===== config.mk =====
export PLATFORM = sky130hd
export DESIGN_NAME = axi_lite_gpio_poller_flat
export DESIGN_NICKNAME = d
export VERILOG_FILES = /design/src/rtl/axi_lite_gpio_pkg.sv /design/src/rtl/axi_lite_gpio_poller_if.sv /design/src/rtl/axi_lite_wr_channel.sv /design/src/rtl/axi_lite_gpio_poller.sv /design/src/flat_wrapper.sv
export SDC_FILE = /design/constraint.sdc
export NUM_CORES = 1
export LEC_CHECK = 0
export BUFFER_PORTS_ARGS = -buffer_cell sky130_fd_sc_hd__clkbuf_2
export CAP_MARGIN = 20
export CORE_UTILIZATION = 56
export CTS_CLUSTER_SIZE = 14
export DETAILED_ROUTE_END_ITERATION = 10
export GPL_TIMING_DRIVEN = 0
export HOLD_SLACK_MARGIN = 0.15
export PLACE_DENSITY = 0.87
export SYNTH_ARGS = -nofsm -noshare
export SYNTH_HDL_FRONTEND = slang
export SYNTH_SLANG_ARGS = --single-unit

===== constraint.sdc =====
create_clock -name sys_clk -period 4.73 [get_ports sys_clk]
set_clock_uncertainty 0.1 [all_clocks]
set_input_delay 0.7095 -clock sys_clk [delete_from_list [all_inputs] [get_ports sys_clk]]
set_output_delay 0.7095 -clock sys_clk [all_outputs]
set_load 0.01 [all_outputs]

===== src/rtl/axi_lite_gpio_pkg.sv =====
// Shared definitions for the AXI-Lite GPIO poller.
// Register map, response codes and FSM encoding.
package axi_lite_gpio_pkg;

    localparam logic [31:0] OFS_DATA_OUT = 32'h0000_0000;
    localparam logic [31:0] OFS_DIR      = 32'h0000_0004;
    localparam logic [31:0] OFS_DATA_IN  = 32'h0000_0008;

    localparam logic [1:0] RESP_OKAY   = 2'b00;
    localparam logic [1:0] RESP_EXOKAY = 2'b01;
    localparam logic [1:0] RESP_SLVERR = 2'b10;
    localparam logic [1:0] RESP_DECERR = 2'b11;

    typedef enum logic [2:0] {
        CFG_WR,
        CFG_B,
        WAIT,
        RD_A,
        RD_R,
        WR_A,
        WR_B
    } state_t;

    // SLVERR and DECERR both carry bit 1 set
    function automatic logic resp_err(input logic [1:0] r);
        return r[1];
    endfunction

endpackage


===== src/rtl/axi_lite_gpio_poller_if.sv =====
// AXI4-Lite bus bundle between the poller (master)
// and the GPIO register block (slave).
interface axi_lite_gpio_poller_if;

    logic [31:0] awaddr;
    logic        awvalid;
    logic        awready;
    logic [31:0] wdata;
    logic [3:0]  wstrb;
    logic        wvalid;
    logic        wready;
    logic [1:0]  bresp;
    logic        bvalid;
    logic        bready;
    logic [31:0] araddr;
    logic        arvalid;
    logic        arready;
    logic [31:0] rdata;
    logic [1:0]  rresp;
    logic        rvalid;
    logic        rready;

    modport master (
        output awaddr, awvalid, wdata, wstrb, wvalid, bready,
        output araddr, arvalid, rready,
        input  awready, wready, bresp, bvalid,
        input  arready, rdata, rresp, rvalid
    );

    modport slave (
        input  awaddr, awvalid, wdata, wstrb, wvalid, bready,
        input  araddr, arvalid, rready,
        output awready, wready, bresp, bvalid,
        output arready, rdata, rresp, rvalid
    );

endinterface


===== src/rtl/axi_lite_wr_channel.sv =====
// AW/W issue with independent handshake tracking.
// done fires in the cycle the last of the two handshakes lands.
module axi_lite_wr_channel (
    input  logic        clk,
    input  logic        rst_n,
    input  logic        start,
    input  logic [31:0] addr,
    input  logic [31:0] data,
    output logic        awvalid,
    output logic [31:0] awaddr,
    input  logic        awready,
    output logic        wvalid,
    output logic [31:0] wdata,
    input  logic        wready,
    output logic        done
);

    logic busy;

    assign done = busy
                  && (!awvalid || awready)
                  && (!wvalid || wready);

    always_ff @(posedge clk or negedge rst_n) begin
        if (!rst_n) begin
            busy    <= 1'b0;
            awvalid <= 1'b0;
            wvalid  <= 1'b0;
            awaddr  <= '0;
            wdata   <= '0;
        end else if (!busy) begin
            if (start) begin
                busy    <= 1'b1;
                awvalid <= 1'b1;
                wvalid  <= 1'b1;
                awaddr  <= addr;
                wdata   <= data;
            end
        end else begin
            if (awready) awvalid <= 1'b0;
            if (wready)  wvalid  <= 1'b0;
            if (done)    busy    <= 1'b0;
        end
    end

endmodule


===== src/rtl/axi_lite_gpio_poller.sv =====
// Configures a GPIO block, then polls DATA_IN and mirrors
// a pattern derived from it onto DATA_OUT when it changes.
module axi_lite_gpio_poller
    import axi_lite_gpio_pkg::*;
#(
    parameter logic [31:0] BASE_ADDR   = 32'h0000_0000,
    parameter int          POLL_CYCLES = 1000,
    parameter logic [31:0] DIR_VALUE   = 32'h0000_00FF
) (
    input  logic                          sys_clk,
    input  logic                          sys_resetn,
    axi_lite_gpio_poller_if.master        m_axi,
    output logic [31:0]                   dbg_data,
    output logic                          dbg_valid,
    output logic                          err
);

    localparam logic [31:0] POLL_LOAD = 32'(POLL_CYCLES - 1);

    state_t      state_q, state_d;
    logic [31:0] cnt_q, cnt_d;
    logic [7:0]  last_q;
    logic        last_vld_q;
    logic [7:0]  pat_q;
    logic [7:0]  pat;
    logic        wr_start;
    logic [31:0] wr_addr;
    logic [31:0] wr_data;
    logic        wr_done;
    logic        rd_fire;
    logic        b_fire;

    assign wr_start = (state_q == CFG_WR) || (state_q == WR_A);
    assign wr_addr  = (state_q == CFG_WR) ? BASE_ADDR + OFS_DIR
                                          : BASE_ADDR + OFS_DATA_OUT;
    assign wr_data  = (state_q == CFG_WR) ? DIR_VALUE
                                          : {24'b0, pat_q};

    axi_lite_wr_channel u_wr (
        .clk     (sys_clk),
        .rst_n   (sys_resetn),
        .start   (wr_start),
        .addr    (wr_addr),
        .data    (wr_data),
        .awvalid (m_axi.awvalid),
        .awaddr  (m_axi.awaddr),
        .awready (m_axi.awready),
        .wvalid  (m_axi.wvalid),
        .wdata   (m_axi.wdata),
        .wready  (m_axi.wready),
        .done    (wr_done)
    );

    assign m_axi.wstrb   = 4'hF;
    assign m_axi.bready  = (state_q == CFG_B) || (state_q == WR_B);
    assign m_axi.arvalid = (state_q == RD_A);
    assign m_axi.araddr  = m_axi.arvalid ? BASE_ADDR + OFS_DATA_IN : '0;
    assign m_axi.rready  = (state_q == RD_R);

    assign rd_fire = m_axi.rready && m_axi.rvalid;
    assign b_fire  = m_axi.bready && m_axi.bvalid;

    always_comb begin
        pat = {m_axi.rdata[3:0], m_axi.rdata[3:0]};
        case (m_axi.rdata[3:0])
            4'b0001: pat = 8'h01;
            4'b0010: pat = 8'h03;
            4'b0100: pat = 8'h0F;
            4'b1000: pat = 8'hFF;
            4'b0011: pat = 8'hAA;
            4'b1100: pat = 8'hF0;
            4'b0000: pat = 8'h00;
            default: pat = {m_axi.rdata[3:0], m_axi.rdata[3:0]};
        endcase
    end

    always_comb begin
        state_d = state_q;
        cnt_d   = cnt_q;
        unique case (state_q)
            CFG_WR: if (wr_done) state_d = CFG_B;
            WR_A:   if (wr_done) state_d = WR_B;
            CFG_B, WR_B: begin
                if (m_axi.bvalid) begin
                    state_d = WAIT;
                    cnt_d   = POLL_LOAD;
                end
            end
            WAIT: begin
                if (cnt_q == '0) state_d = RD_A;
                else             cnt_d   = cnt_q - 32'd1;
            end
            RD_A: if (m_axi.arready) state_d = RD_R;
            RD_R: begin
                if (m_axi.rvalid) begin
                    // Skip the write when DATA_OUT already holds it
                    if (!last_vld_q || pat != last_q) begin
                        state_d = WR_A;
                    end else begin
                        state_d = WAIT;
                        cnt_d   = POLL_LOAD;
                    end
                end
            end
            default: state_d = CFG_WR;
        endcase
    end

    always_ff @(posedge sys_clk or negedge sys_resetn) begin
        if (!sys_resetn) begin
            state_q    <= CFG_WR;
            cnt_q      <= '0;
            last_q     <= '0;
            last_vld_q <= 1'b0;
            pat_q      <= '0;
            dbg_data   <= '0;
            dbg_valid  <= 1'b0;
            err        <= 1'b0;
        end else begin
            state_q   <= state_d;
            cnt_q     <= cnt_d;
            dbg_valid <= 1'b0;
            if (rd_fire) begin
                dbg_data  <= m_axi.rdata;
                dbg_valid <= 1'b1;
                pat_q     <= pat;
                if (resp_err(m_axi.rresp)) err <= 1'b1;
            end
            if (b_fire && resp_err(m_axi.bresp)) err <= 1'b1;
            if (state_q == WR_A && wr_done) begin
                last_q     <= pat_q;
                last_vld_q <= 1'b1;
            end
        end
    end

endmodule


===== src/flat_wrapper.sv =====
// flat-port wrapper written by rule: the top's interface ports become plain ports
module axi_lite_gpio_poller_flat import axi_lite_gpio_pkg::*;
#(
    parameter logic [31:0] BASE_ADDR   = 32'h0000_0000,
    parameter int          POLL_CYCLES = 1000,
    parameter logic [31:0] DIR_VALUE   = 32'h0000_00FF
)
  (sys_clk, sys_resetn, dbg_data, dbg_valid, err, m_axi_awaddr, m_axi_awvalid, m_axi_wdata, m_axi_wstrb, m_axi_wvalid, m_axi_bready, m_axi_araddr, m_axi_arvalid, m_axi_rready, m_axi_awready, m_axi_wready, m_axi_bresp, m_axi_bvalid, m_axi_arready, m_axi_rdata, m_axi_rresp, m_axi_rvalid);
  axi_lite_gpio_poller_if m_axi_i ();
  input  logic sys_clk;
  input  logic sys_resetn;
  output logic [31:0] dbg_data;
  output logic dbg_valid;
  output logic err;
  output wire logic [$bits(m_axi_i.awaddr)-1:0] m_axi_awaddr;
  output wire logic [$bits(m_axi_i.awvalid)-1:0] m_axi_awvalid;
  output wire logic [$bits(m_axi_i.wdata)-1:0] m_axi_wdata;
  output wire logic [$bits(m_axi_i.wstrb)-1:0] m_axi_wstrb;
  output wire logic [$bits(m_axi_i.wvalid)-1:0] m_axi_wvalid;
  output wire logic [$bits(m_axi_i.bready)-1:0] m_axi_bready;
  output wire logic [$bits(m_axi_i.araddr)-1:0] m_axi_araddr;
  output wire logic [$bits(m_axi_i.arvalid)-1:0] m_axi_arvalid;
  output wire logic [$bits(m_axi_i.rready)-1:0] m_axi_rready;
  input wire logic [$bits(m_axi_i.awready)-1:0] m_axi_awready;
  input wire logic [$bits(m_axi_i.wready)-1:0] m_axi_wready;
  input wire logic [$bits(m_axi_i.bresp)-1:0] m_axi_bresp;
  input wire logic [$bits(m_axi_i.bvalid)-1:0] m_axi_bvalid;
  input wire logic [$bits(m_axi_i.arready)-1:0] m_axi_arready;
  input wire logic [$bits(m_axi_i.rdata)-1:0] m_axi_rdata;
  input wire logic [$bits(m_axi_i.rresp)-1:0] m_axi_rresp;
  input wire logic [$bits(m_axi_i.rvalid)-1:0] m_axi_rvalid;
  assign m_axi_awaddr = m_axi_i.awaddr;
  assign m_axi_awvalid = m_axi_i.awvalid;
  assign m_axi_wdata = m_axi_i.wdata;
  assign m_axi_wstrb = m_axi_i.wstrb;
  assign m_axi_wvalid = m_axi_i.wvalid;
  assign m_axi_bready = m_axi_i.bready;
  assign m_axi_araddr = m_axi_i.araddr;
  assign m_axi_arvalid = m_axi_i.arvalid;
  assign m_axi_rready = m_axi_i.rready;
  assign m_axi_i.awready = m_axi_awready;
  assign m_axi_i.wready = m_axi_wready;
  assign m_axi_i.bresp = m_axi_bresp;
  assign m_axi_i.bvalid = m_axi_bvalid;
  assign m_axi_i.arready = m_axi_arready;
  assign m_axi_i.rdata = m_axi_rdata;
  assign m_axi_i.rresp = m_axi_rresp;
  assign m_axi_i.rvalid = m_axi_rvalid;
  axi_lite_gpio_poller #(.BASE_ADDR(BASE_ADDR), .POLL_CYCLES(POLL_CYCLES), .DIR_VALUE(DIR_VALUE)) u_core (.sys_clk(sys_clk), .sys_resetn(sys_resetn), .m_axi(m_axi_i), .dbg_data(dbg_data), .dbg_valid(dbg_valid), .err(err));
endmodule

==> results of run 1 <==
where the power goes:
group	internal [mW]	switching [mW]	total, mW
Clock	0.211	0.303	0.515
Sequential	1.12	0.214	1.34
Combinational	0.605	0.876	1.48
Total	1.94	1.39	3.33
per-layer routing:
metal,GRT usage,up-vias
met2,0.421,245
met5,0,-
met4,0.104,0
met1,0.344,2281
li1,-,2323
met3,0.0578,34
cells in the mapped netlist (2+ instances only):
cell,count
dfrtp_1,98
buf_4,91
nor2_1,50
mux2_2,42
nand2_1,35
a21oi_1,34
o21ai_0,26
clkbuf_1,24
inv_1,19
nor3_1,14
a21o_1,11
nor2b_1,11
nor4_1,11
a211o_1,9
nand3b_1,9
or3_1,8
and3_1,7
mux2i_1,7
or4_1,7
a31oi_1,6
nand2b_1,6
buf_2,5
a211oi_1,4
a22o_1,4
o31ai_1,4
a311oi_1,3
and2_1,3
nand3_1,3
o21ai_1,3
o2bb2ai_1,3
o311ai_0,3
o32ai_1,3
xnor2_1,3
a22oi_1,2
buf_1,2
conb_1,2
nor3b_1,2
o211a_1,2
o211ai_1,2
o221ai_1,2
o22a_1,2
or2_2,2
or4_4,2
xor2_1,2
layout make-up:
| class | count | area share |
|---|---|---|
| plain buffers | 123 | 0.118 |
| clock buffers | 10 | 0.0200 |
| clock inverters | 6 | 0.00690 |
| inverters | 19 | 0.0103 |
| multi-input cells | 450 | 0.396 |
| flip-flops and latches | 98 | 0.356 |
| well taps | 133 | 0.0241 |
| repair buffers | 91 | 0.0686 |
flip-flops by register name, summed over array words and instances (netlist names):
name                 cells
u_core.pat_q             8
u_core.dbg_data         32
u_core.err               1
u_core.u_wr.awaddr       1
u_core.u_wr.awvalid      1
u_core.u_wr.wdata        8
u_core.u_wr.busy         1
u_core.last_vld_q        1
u_core.u_wr.wvalid       1
u_core.cnt_q            32
u_core.state_q           3
u_core.dbg_valid         1
u_core.last_q            8
layout by cell type (no fill, tap or decap), types with 8 or more instances in the layout:
| cell type | synthesis | routed |
|---|---|---|
| a211o_1 | 9 | 9 |
| a21o_1 | 11 | 11 |
| a21oi_1 | 34 | 34 |
| buf_4 | 91 | 91 |
| clkbuf_1 | 24 | 24 |
| clkbuf_2 | 0 | 88 |
| clkbuf_8 | 0 | 10 |
| conb_1 | 2 | 90 |
| dfrtp_1 | 98 | 98 |
| inv_1 | 19 | 19 |
| mux2_2 | 42 | 42 |
| nand2_1 | 35 | 35 |
| nand3b_1 | 9 | 9 |
| nor2_1 | 50 | 50 |
| nor2b_1 | 11 | 11 |
| nor3_1 | 14 | 14 |
| nor4_1 | 11 | 11 |
| o21ai_0 | 26 | 26 |
| or3_1 | 8 | 8 |
kinds of logic after synthesis:
family	Yosys count
other	2
AOI/OAI and AO/OA	129
xor gates and xnor gates	5
adders and majority gates	1
DFF	98
and+or+nand+nor	176
buffers and inverters	142
muxes	49
path summary, 6_finish.rpt:
check | slack [ns] | endpoint | cells after the start
worst min-delay path | 0.33 | u_core.cnt_q[10] | 1
worst min register to register | 0.38 | u_core.last_vld_q | 1
worst max register to register | 1.40 | u_core.cnt_q[2] | 11
max in group asynchronous | 3.51 | u_core.pat_q[1] | 2
min in group sys_clk | 0.38 | u_core.last_vld_q | 1
worst max-delay path | 1.31 | u_core.cnt_q[2] | 10
==> flow_summary_export.csv, run 1 <==
group,metric,value,unit
layout,diodes,0,
route,top_layer,"met4",
yosys,yosysTopAreaCell,"dfrtp_1",
layout,multi_input_area,0.00273,mm²
critical_path,slowest_delay,0.62,ns
layout,drive_gt1_frac,0.319,
critical_path,criticalPathCategory,"in2reg",
timing,fin_crit,3.42,ns
global_routing,grt_max_degree,57,
critical_path,crit_family,"buffers and inverters",
yosys,synth-seq-cells,98,
critical_path,critPathRequiredTime,4.91,ns
layout,layout.cells.non_filler,930,
clock_network,cts_resized,0,
route,drt_iter0_drc,350,
timing,setup_ws,1.31,ns
power,ir_worst_vdd,0.000383,V
yosys,synthAdderAreaFrac,0.00218,
yosys,synth_area,0.00574,mm²
power,p_leak,3.58,nW
clock_network,path_clk_slew,0.10,ns
timing,worstMarginPinSlew,0.792,ns
timing,rsz0062_at_grt,"false",
yosys,yosysUniqueCellTypes,58,
layout,final_util,0.699,
yosys,synth-main-ff-cell,"dfrtp_1",
placement,portBuffers,89,
yosys,syn-instance-count,602,
clock_network,htree_levels,3,
layout,seq_area,0.00245,mm²
clock_network,cts.path.max_buffers,2,
timing,fin_crit_sh,0.722,
route,drt_wl_total,13400,µm
global_routing,grt_pass1_wl,21500,µm
route,met3_length,1040,µm
clock_network,root_buffer,"clkbuf_8",
timing,hold_viol_final,0,
critical_path,r2r_start,"u_core.cnt_q[0]",
timing,setup_tns,0,ns
route,first_pass_iters,5,
yosys,synth-edff-count,0,
timing,final_max_slew_viol_count,0,
global_routing,grt_usage,0.261,
timing,setup_viol,0,
floorplanning,dieWidth,103,µm
status,status,"completed",
critical_path,startpoint_type,"input port",
floorplanning,core-area,0.00986,mm²
clock_network,numClockSinks,98,
critical_path,crit_path_max_fanout,10,
route,met2_length,6490,µm
floorplanning,rows,36,
power,power,3.33,mW
route,via_per_inst,5.25,
clock_network,numCtsBuffers,9,
job,maxCapViolCount,0,
layout,syn_to_final_growth,20.1,%
yosys,synth_top_family_by_area,"simple AND/OR/NAND/NOR gates",
yosys,synth-simple-area-share,0.164,
critical_path,cp_cell_sequence,"clkbuf_2 -> clkbuf_1 -> clkbuf_1 -> o21ai_0 -> o221ai_1 -> o311ai_0 -> nor4_1 -> o21ai_1 -> clkbuf_1 -> a211oi_1",
yosys,yosys.area.top_type_share,0.427,
clock_network,clock_latency,0.37,ns
timing,relSlewSlack,0.472,
placement,hpwl,9850,µm
layout,nets,836,
layout,fin_area,0.00690,mm²
clock_network,post_cts_buffers,0,
yosys,synth-xor-area-share,0.00763,
global_routing,grt_antenna_before_repair,0,
hold_path,hp-class,"in2async",
critical_path,crit_top_cell,"clkbuf_1",
placement,place_inst,913,
critical_path,worst-path-buf-inv,4,
route,drc,0,
yosys,async_flop_share,1.00,
floorplanning,io_pins,182,
floorplanning,die_h,103,µm
route,vias,4883,
clock_network,cts_hold_buffers,0,
yosys,synth-seq-area-share,0.427,
yosys,synth_mux_area_frac,0.0946,
placement,dp_slack,0.998,ns
placement,dpl_cell_area,0.00671,mm²
placement,gp_congestion,0.871,
clock_network,cts_tree,"yes",
power,power.density,483,mW/mm²
critical_path,startpoint,"m_axi_rdata[0]",
critical_path,worstSetupEndpointType,"flip-flop",
yosys,syn_area_per_cell,9.54,µm²
timing,whs,0.328,ns
yosys,synth.area.top_cells,"dfrtp_1 (43%), buf_4 (12%), mux2_2 (8.2%)",
route,met1_length,5520,µm
timing,fmax,293,MHz
floorplanning,initial_core_util,0.582,
layout,nFillCells,722,
global_routing,grt_pass1_vias,4536,
route,wire_per_inst,14.4,µm
global_routing,overflow,0,
critical_path,cp.arrival,3.59,ns
route,antenna_left,0,
yosys,synth-compound-area-share,0.149,
floorplanning,dieArea,0.0107,mm²
critical_path,crit_path_top_delay_cell,"nor4_1",
yosys,ys_warn_count,0,
Power figures use the tool's default switching activity.
==> inputs of run 2 (changes only) <==
Settings changed: CORE_UTILIZATION 56 to 52, PLACE_DENSITY 0.87 to 0.81.
Clock period 4.73 ns to 3.2 ns, I/O delays scaled along.
==> run 2 against run 1 <==
Sequential share of layout area decreased by 0.28 points. Sequential power increased by 47%. Hold slack got worse by 0.14 ns. Combinational power grew 46%. Clock-buffer cell count did not move. Flip-flop and latch count unchanged. Via count is 1.2% lower. Register-to-register slack lost 1.3 ns. Critical endpoint is now u_core.cnt_q[26].
==> flow_summary_export.csv, run 2 (synthesis results as in run 1) <==
group,metric,value,unit
clock_network,numClockSinks,98,
global_routing,grt_usage,0.240,
power,ir_worst_vdd,0.000563,V
job,maxCapViolCount,0,
global_routing,grt_max_degree,55,
timing,rsz0062_at_grt,"false",
timing,final_max_slew_viol_count,0,
status,status,"completed",
placement,gp_congestion,0.870,
route,antenna_left,0,
layout,diodes,0,
route,first_pass_iters,5,
timing,fmax,327,MHz
layout,syn_to_final_growth,21.1,%
route,drc,0,
layout,nets,836,
power,p_leak,3.59,nW
power,power.density,713,mW/mm²
clock_network,root_buffer,"clkbuf_8",
global_routing,grt_antenna_before_repair,0,
floorplanning,die_h,107,µm
route,drt_iter0_drc,204,
floorplanning,core-area,0.0105,mm²
route,via_per_inst,5.17,
clock_network,post_cts_buffers,0,
critical_path,criticalPathCategory,"reg2reg",
power,p_clk_frac,0.167,
layout,layout.cells.non_filler,933,
critical_path,worstSetupEndpointType,"flip-flop",
global_routing,grt_pass1_wl,22000,µm
critical_path,reg2reg_slack,0.15,ns
timing,hold_viol_final,0,
layout,reg_top3,"u_core.cnt_q: 32 flops, u_core.dbg_data: 32 flops",
clock_network,htree_levels,3,
layout,final_common_cell,"dfrtp_1",
placement,place_inst,916,
route,drt_wl_total,13100,µm
timing,setup_tns,0,ns
route,wire_per_inst,14.1,µm
floorplanning,dieWidth,107,µm
floorplanning,initial_core_util,0.546,
critical_path,crit_path_max_fanout,8,
clock_network,cts_tree,"yes",
timing,relSlewSlack,0.556,
placement,portBuffers,89,
power,power.internal,2.93,mW
layout,final_cell_mix,"dfrtp_1 (98), clkbuf_2 (91), buf_4 (91), conb_1 (90), nor2_1 (50)",
power,power_switching,2.02,mW
timing,worstMarginPinSlew,0.666,ns
clock_network,clock_latency,0.37,ns
placement,hpwl,9890,µm
timing,fin_crit,3.05,ns
global_routing,overflow,0,
clock_network,path_clk_slew,0.10,ns
floorplanning,dieArea,0.0115,mm²
power,swShare,0.408,
floorplanning,rows,37,
power,p_comb_frac,0.436,
timing,setup_viol,0,
route,vias,4822,
hold_path,hp-class,"in2reg",
timing,setup_ws,0.146,ns
critical_path,cp.arrival,3.22,ns
layout,drive_gt1_frac,0.324,
clock_network,cts.path.max_buffers,2,
layout,final_util,0.661,
placement,dp_slack,-0.344,ns
clock_network,numCtsBuffers,9,
timing,fin_crit_sh,0.954,
critical_path,startpoint_type,"flip-flop",
global_routing,grt_pass1_vias,4667,
floorplanning,io_pins,182,
power,seqPwrFrac,0.397,
critical_path,critPathRequiredTime,3.36,ns
## run 2: metrics by stage
stage | cell area [µm²] | power, mW | hold WS (ns)
after floorplan | 6070 | 3.35 | 0.0844
after global placement | 6690 | 4.02 | 0.350
after detailed placement | 6720 | 4.12 | 0.348
after CTS | 6940 | 4.96 | 0.175
after global routing | 6950 | 5.30 | 0.197
final | 6950 | 4.95 | 0.191
## run 2: path summary, 6_finish.rpt
path / start / end / cells after the start
setup / recovery: u_core.cnt_q[0] / u_core.cnt_q[26] / 11
hold / removal: m_axi_wready / u_core.u_wr.wvalid / 2
setup reg to reg: u_core.cnt_q[0] / u_core.cnt_q[26] / 11
hold reg to reg: u_core.last_vld_q / u_core.last_vld_q / 1
max in group asynchronous: sys_resetn / u_core.dbg_data[24] / 3
min in group asynchronous: sys_resetn / u_core.cnt_q[10] / 2
## run 2: area by class of cell
class                   count  area [µm²]
inverters                  19        71.3
well taps                 136         170
fillers                   817        3560
multi-input cells         450        2750
repair buffers             91         485
plain buffers             123         821
clock buffers              10         128
clock inverters             6        75.1
flip-flops and latches     98        2450
## run 2: metal layers
metal  part of all wire  GRT usage
met4              0.019     0.0939
met3              0.071     0.0444
met1               0.40      0.289
met2               0.51      0.424
met5                  0          0
## run 2: power by group through the flow
stage	sequential (mW)	clock (mW)	combinational, mW
floorplan	2.04	0	1.31
global placement	1.96	0	2.07
detailed placement	1.98	0	2.14
CTS	1.96	0.844	2.15
global route	2.02	0.894	2.39
finish	1.97	0.828	2.16
## run 2: timing repair
action	4_1_cts	5_1_grt
hold buffers	1	0
gates resized for setup	3	4
cloned	0	0
endpoints found under the setup margin	20	30
endpoints found under the hold margin	44	0
pin swaps	0	0
## run 2: worst max-delay path, stage by stage, from the launching register on
cell,delay (ns)
dfrtp_1,0.43
inv_1,0.07
ha_1,0.19
or4b_1,0.43
buf_2,0.18
nor3_4,0.21
nand2_1,0.09
or2_1,0.23
buf_6,0.14
or4_4,0.42
and3_1,0.20
a211o_1,0.26
